===== src/rtl/gfx_state_writer.sv =====
// Shadow register file for game objects; on each vblank it streams the words changed since the
// previous frame onto the graphics register bus, lowest address first, one per granted cycle.
module gfx_state_writer #(
  parameter int unsigned NUM_REGS = 10,
  parameter logic [3:0]  GFX_CS   = 4'b0001
) (
  input  logic        clk,
  input  logic        rst,
  input  logic        wr_en,
  input  logic [3:0]  wr_addr,
  input  logic [15:0] wr_data,
  input  logic        vblank_start,
  input  logic        force_all,
  input  logic        bus_grant,
  output logic [3:0]  chipselect,
  output logic [3:0]  data_address,
  output logic [15:0] databus,
  output logic        busy,
  output logic        frame_done,
  output logic        overrun
);

  localparam int NR = int'(NUM_REGS);

  typedef enum logic [1:0] {StIdle, StSend, StEmpty} state_e;

  state_e              r_state;
  logic [15:0]         r_shadow [NUM_REGS];
  logic [15:0]         r_snap   [NUM_REGS];
  logic [NUM_REGS-1:0] r_dirty;
  logic [NUM_REGS-1:0] r_mask;
  logic [3:0]          r_chipselect;
  logic [3:0]          r_addr;
  logic [15:0]         r_databus;
  logic                r_busy;
  logic                r_frame_done;
  logic                r_overrun;

  logic                w_wr_valid;
  logic                w_start;
  logic [NUM_REGS-1:0] w_snap_mask;
  logic [NUM_REGS-1:0] w_dirty_d;
  logic [NUM_REGS-1:0] w_onehot;
  logic [NUM_REGS-1:0] w_rest;
  logic [3:0]          w_first_idx;
  logic [3:0]          w_next_idx;

  // Priority encoder: index of the lowest set bit, 0 when the mask is empty.
  function automatic logic [3:0] lowest_set(input logic [NUM_REGS-1:0] m);
    logic [3:0] idx;
    idx = '0;
    for (int i = NR - 1; i >= 0; i--) begin
      if (m[i]) idx = 4'(i);
    end
    return idx;
  endfunction

  always_comb begin
    w_wr_valid  = wr_en && (32'(wr_addr) < NUM_REGS);
    w_start     = (r_state == StIdle) && vblank_start;
    w_snap_mask = force_all ? '1 : r_dirty;
    w_first_idx = lowest_set(w_snap_mask);

    // A write on the snapshot edge survives the clear and stays pending for the next frame.
    w_dirty_d = w_start ? '0 : r_dirty;
    if (w_wr_valid) w_dirty_d[wr_addr] = 1'b1;

    w_onehot         = '0;
    w_onehot[r_addr] = 1'b1;
    w_rest           = r_mask & ~w_onehot;
    w_next_idx       = lowest_set(w_rest);
  end

  always_ff @(posedge clk or posedge rst) begin
    if (rst) begin
      r_dirty <= '1;
      for (int i = 0; i < NR; i++) r_shadow[i] <= '0;
    end else begin
      r_dirty <= w_dirty_d;
      if (w_wr_valid) r_shadow[wr_addr] <= wr_data;
    end
  end

  always_ff @(posedge clk or posedge rst) begin
    if (rst) begin
      r_state      <= StIdle;
      r_mask       <= '0;
      r_chipselect <= '0;
      r_addr       <= '0;
      r_databus    <= '0;
      r_busy       <= 1'b0;
      r_frame_done <= 1'b0;
      r_overrun    <= 1'b0;
      for (int i = 0; i < NR; i++) r_snap[i] <= '0;
    end else begin
      r_frame_done <= 1'b0;
      if (vblank_start && r_busy) r_overrun <= 1'b1;

      case (r_state)
        StIdle: begin
          if (vblank_start) begin
            r_snap <= r_shadow;
            r_busy <= 1'b1;
            if (w_snap_mask == '0) begin
              r_state <= StEmpty;
            end else begin
              // The snapshot is loading this edge, so the first word comes from the shadow.
              r_mask       <= w_snap_mask;
              r_chipselect <= GFX_CS;
              r_addr       <= w_first_idx;
              r_databus    <= r_shadow[w_first_idx];
              r_state      <= StSend;
            end
          end
        end

        StEmpty: begin
          r_busy       <= 1'b0;
          r_frame_done <= 1'b1;
          r_state      <= StIdle;
        end

        StSend: begin
          if (bus_grant) begin
            if (w_rest != '0) begin
              r_mask    <= w_rest;
              r_addr    <= w_next_idx;
              r_databus <= r_snap[w_next_idx];
            end else begin
              r_mask       <= '0;
              r_chipselect <= '0;
              r_addr       <= '0;
              r_databus    <= '0;
              r_busy       <= 1'b0;
              r_frame_done <= 1'b1;
              r_state      <= StIdle;
            end
          end
        end

        default: r_state <= StIdle;
      endcase
    end
  end

  assign chipselect   = r_chipselect;
  assign data_address = r_addr;
  assign databus      = r_databus;
  assign busy         = r_busy;
  assign frame_done   = r_frame_done;
  assign overrun      = r_overrun;

endmodule


===== config.mk =====
export PLATFORM = sky130hd
export DESIGN_NAME = gfx_state_writer
export DESIGN_NICKNAME = d
export VERILOG_FILES = /design/src/rtl/gfx_state_writer.sv
export SDC_FILE = /design/constraint.sdc
export NUM_CORES = 1
export LEC_CHECK = 0
export ABC_CLOCK_PERIOD_IN_PS = 37200
export CAP_MARGIN = 20
export CORE_MARGIN = 1
export CORE_UTILIZATION = 35
export DETAILED_ROUTE_END_ITERATION = 16
export PLACE_DENSITY = 0.49
export SKIP_LAST_GASP = 1
export SLEW_MARGIN = 20
export SYNTH_ARGS = -nofsm -noshare
export SYNTH_HDL_FRONTEND = slang
export SYNTH_SLANG_ARGS = --single-unit

===== constraint.sdc =====
create_clock -name clk -period 37.2 [get_ports clk]
set_input_delay 7.44 -clock clk [delete_from_list [all_inputs] [get_ports clk]]
set_output_delay 7.44 -clock clk [all_outputs]
set_load 0.05 [all_outputs]

==> results.yml <==
min_path:
  hold_depth: 1
  min_to: "overrun$_DFFE_PP0P_"
  worstHoldPathType: "register to register"
  min_from: "overrun$_DFFE_PP0P_"
critical_path:
  required_ns: 37.62
  reg2reg_slack_ns: 32.60
  end_kind: "register"
  startpoint: "force_all"
  worstSetupPathType: "primary input to register"
  startpoint_type: "primary input"
  r2r_start: "data_address[1]$_DFFE_PP0P_"
  cp_data_arrival_time_ns: 10.83
  r2r_cells: 10
  crit_path_max_fanout: 44
  reg2reg_to: "databus[6]$_DFFE_PP0P_"
sta:
  timing.fmax_mhz: 96.1
  setup_viol: 0
  setup-tns-final_ns: 0
  fin_crit_ns: 10.41
  slew_headroom_pct: 30.9
  slew_violations: 0
  rsz0062_at_grt: "false"
  worst_slew_pin_slew_ns: 1.04
  period_share_pct: 28.0
  hold_viol_final: 0
  fin_ws_ns: 26.79
  final.setup_skew_ns: 0.0176
yosys:
  netlist_top_cells_count: "356 x dfrtp_1, 350 x mux2_2, 155 x nand2_1"
  synth_edf_count: 0
  yosysMostFrequentCell: "dfrtp_1"
  synthArstFlopShare_pct: 100
  syn_area_per_cell_um2: 12.0
  yosys.area.top_type: "dfrtp_1"
  synth_area_um2: 17300
  synth_flop_cell: "dfrtp_1"
  synthDominantCellAreaShare_pct: 51.4
  seq_area_frac_synth_pct: 52.9
  synth_area_leaders: "dfrtp_1 51%, mux2_2 23%, mux2i_1 4.2%, nand2_1 3.4%, dfstp_2 1.5%"
  synth_cells: 1444
  ys_types: 73
  ys_ff_latch: 366
  yosys_warnings: 0
floorplanning:
  initial_utilization_pct: 35.5
  io_pins: 53
  core.rowCount: 81
  die_y_um: 225
  dieArea_um2: 50400
  die_x_um: 225
  core_um2: 48800
power:
  p_int_mw: 1.14
  power_density_nw_per_um2: 94.2
  p_clk_share_pct: 22.1
  p_leak_nw: 8.63
  swShare_pct: 39.1
  pwr-share-seq_pct: 34.7
  comb_power_share_pct: 43.2
  power_switching_mw: 0.731
  vdd_drop_max_mv: 0.0523
  p_total_mw: 1.87
routing:
  vias: 11473
  viasPerCell: 5.31
  drc: 0
  firstDrtPassIters: 5
  finalWirelength_um: 50800
  drt_iter0_drc: 876
  antenna_left: 0
  wire_per_inst_um: 23.5
clock_network:
  cts_setup_buffers: 0
  h-tree-depth: 2
  cts_buffer_depth: 3
  post_cts_resized: 0
  cts_made_buffers: 42
  path_clk_slew_ns: 0.05
  tritoncts: "built"
  clkSinkCount: 366
  ctsHoldBuffers: 0
  root_buffer: "clkbuf_16"
  clk_latency_ns: 0.57
global_route:
  grt_max_degree: 139
  grt_pass1_vias: 12005
  grt_antenna_before_repair: 1
  grt_util_all_layers_pct: 20.8
  grt_pass1_wl_um: 78400
  grt_overflow: 0
placement:
  hpwlAfterDp_um: 31300
  gp_congestion: 0.801
  io_buffers: 49
  place_ws_ns: 26.26
final_layout:
  diodes: 0
  nNetsFinal: 1496
  areaGrowthSynthToFinish_pct: 14.7
  drive_gt1_share_pct: 32.6
  fin_util_pct: 40.7
status:
  status: "finished clean"
flow_run:
  cap_viol_max_count: 0
-- power by group through the flow --
stage	Combinational, mW	Sequential [mW]	Clock (mW)
after floorplan	0.566	0.649	0
after global placement	0.811	0.652	0
after detailed placement	0.814	0.656	0
after CTS	0.817	0.649	0.424
after global routing	0.872	0.670	0.439
final	0.809	0.650	0.414
-- placed cells by master, fill, tap and decap left out, drive strengths merged, types with 3 or more instances in the layout --
cell and instances:
a311oi 11, dfstp 10, mux2 352, a21oi 35
a211oi 20, clkinv 9, clkdlybuf4s50 49, buf 30
nand2 157, conb 3, nor3 14, or4 4
nand3b 5, nor2 49, a21boi 4, a221o 3
nand2b 10, a22oi 4, a21o 9, a31o 7
and2 6, ha 4, mux2i 73, dfrtp 356
clkbuf 66, o211ai 6, and3 5, inv 14
a31oi 13, o21a 5, nor3b 6, or3 5
nand3 46, o22a 3, nor2b 6, o21ai 48
o22ai 16
-- critical path, stage by stage --
cell	delay, ns
clkdlybuf4s50_1	0.66
nor3_1	0.56
nand4_1	0.21
nor2_1	0.14
or3_2	0.12
buf_4	0.43
nand2b_1	0.67
nor2_1	0.27
a21oi_1	0.21
o211ai_1	0.10
-- sequential cells by signal, summed over array words and instances (netlist names) --
register      cells
r_dirty          10
databus          16
r_mask           10
r_shadow        160
chipselect        1
r_snap          160
frame_done        1
busy              1
overrun           1
data_address      4
r_state           2
-- cell type report --
class	count	area [um2]
Sequential cell	366	9170
Tap cell	664	831
Clock inverter	10	56.3
Timing Repair Buffer	79	716
Clock buffer	66	1340
Multi-Input combinational cell	963	7710
Inverter	14	60.1
Fill cell	4745	29000
-- layer usage --
layer  part of all wire, %  vias to the layer above  wire length, um  GRT usage (%)
met5                 0.018                        -                9              0
met3                   3.8                       72             1950           3.37
met1                    47                     5923            23700           28.5
li1                      -                     5257                -              -
met4                   2.3                        2             1190           5.77
met2                    47                      219            24000           34.1
-- per-stage QoR --
stage / hold WS, ns / cells / cell area, um2
finish: 0.454 / 2162 / 19900
global route: 0.477 / 2162 / 19900
CTS: 0.462 / 2162 / 19900
detailed placement: 0.449 / 2086 / 18500
global placement: 0.440 / 2086 / 18500
floorplan: 0.453 / 1446 / 17300
-- cell families (layout without fill, tap and decap cells) --
logic type | Yosys count | in the layout | share of synthesized area [%]
and+or+nand+nor | 323 | 323 | 8.51
AOI/OAI and AO/OA | 207 | 207 | 8.05
other | 1 | 3 | 0.0216
DFF | 366 | 366 | 52.9
muxes | 426 | 426 | 27.2
buffers and inverters | 117 | 169 | 2.96
adders and majority gates | 4 | 4 | 0.289
-- worst max-delay path by stage --
| stage | endpoint | cells past startpoint |
|---|---|---|
| after floorplan | busy$_DFFE_PP0P_ | 1 |
| after global placement | databus[10]$_DFFE_PP0P_ | 10 |
| after detailed placement | databus[10]$_DFFE_PP0P_ | 10 |
| after CTS | databus[10]$_DFFE_PP0P_ | 10 |
| after global routing | databus[14]$_DFFE_PP0P_ | 10 |
| final | databus[10]$_DFFE_PP0P_ | 10 |
No activity file was read; power rests on OpenSTA's default activity.
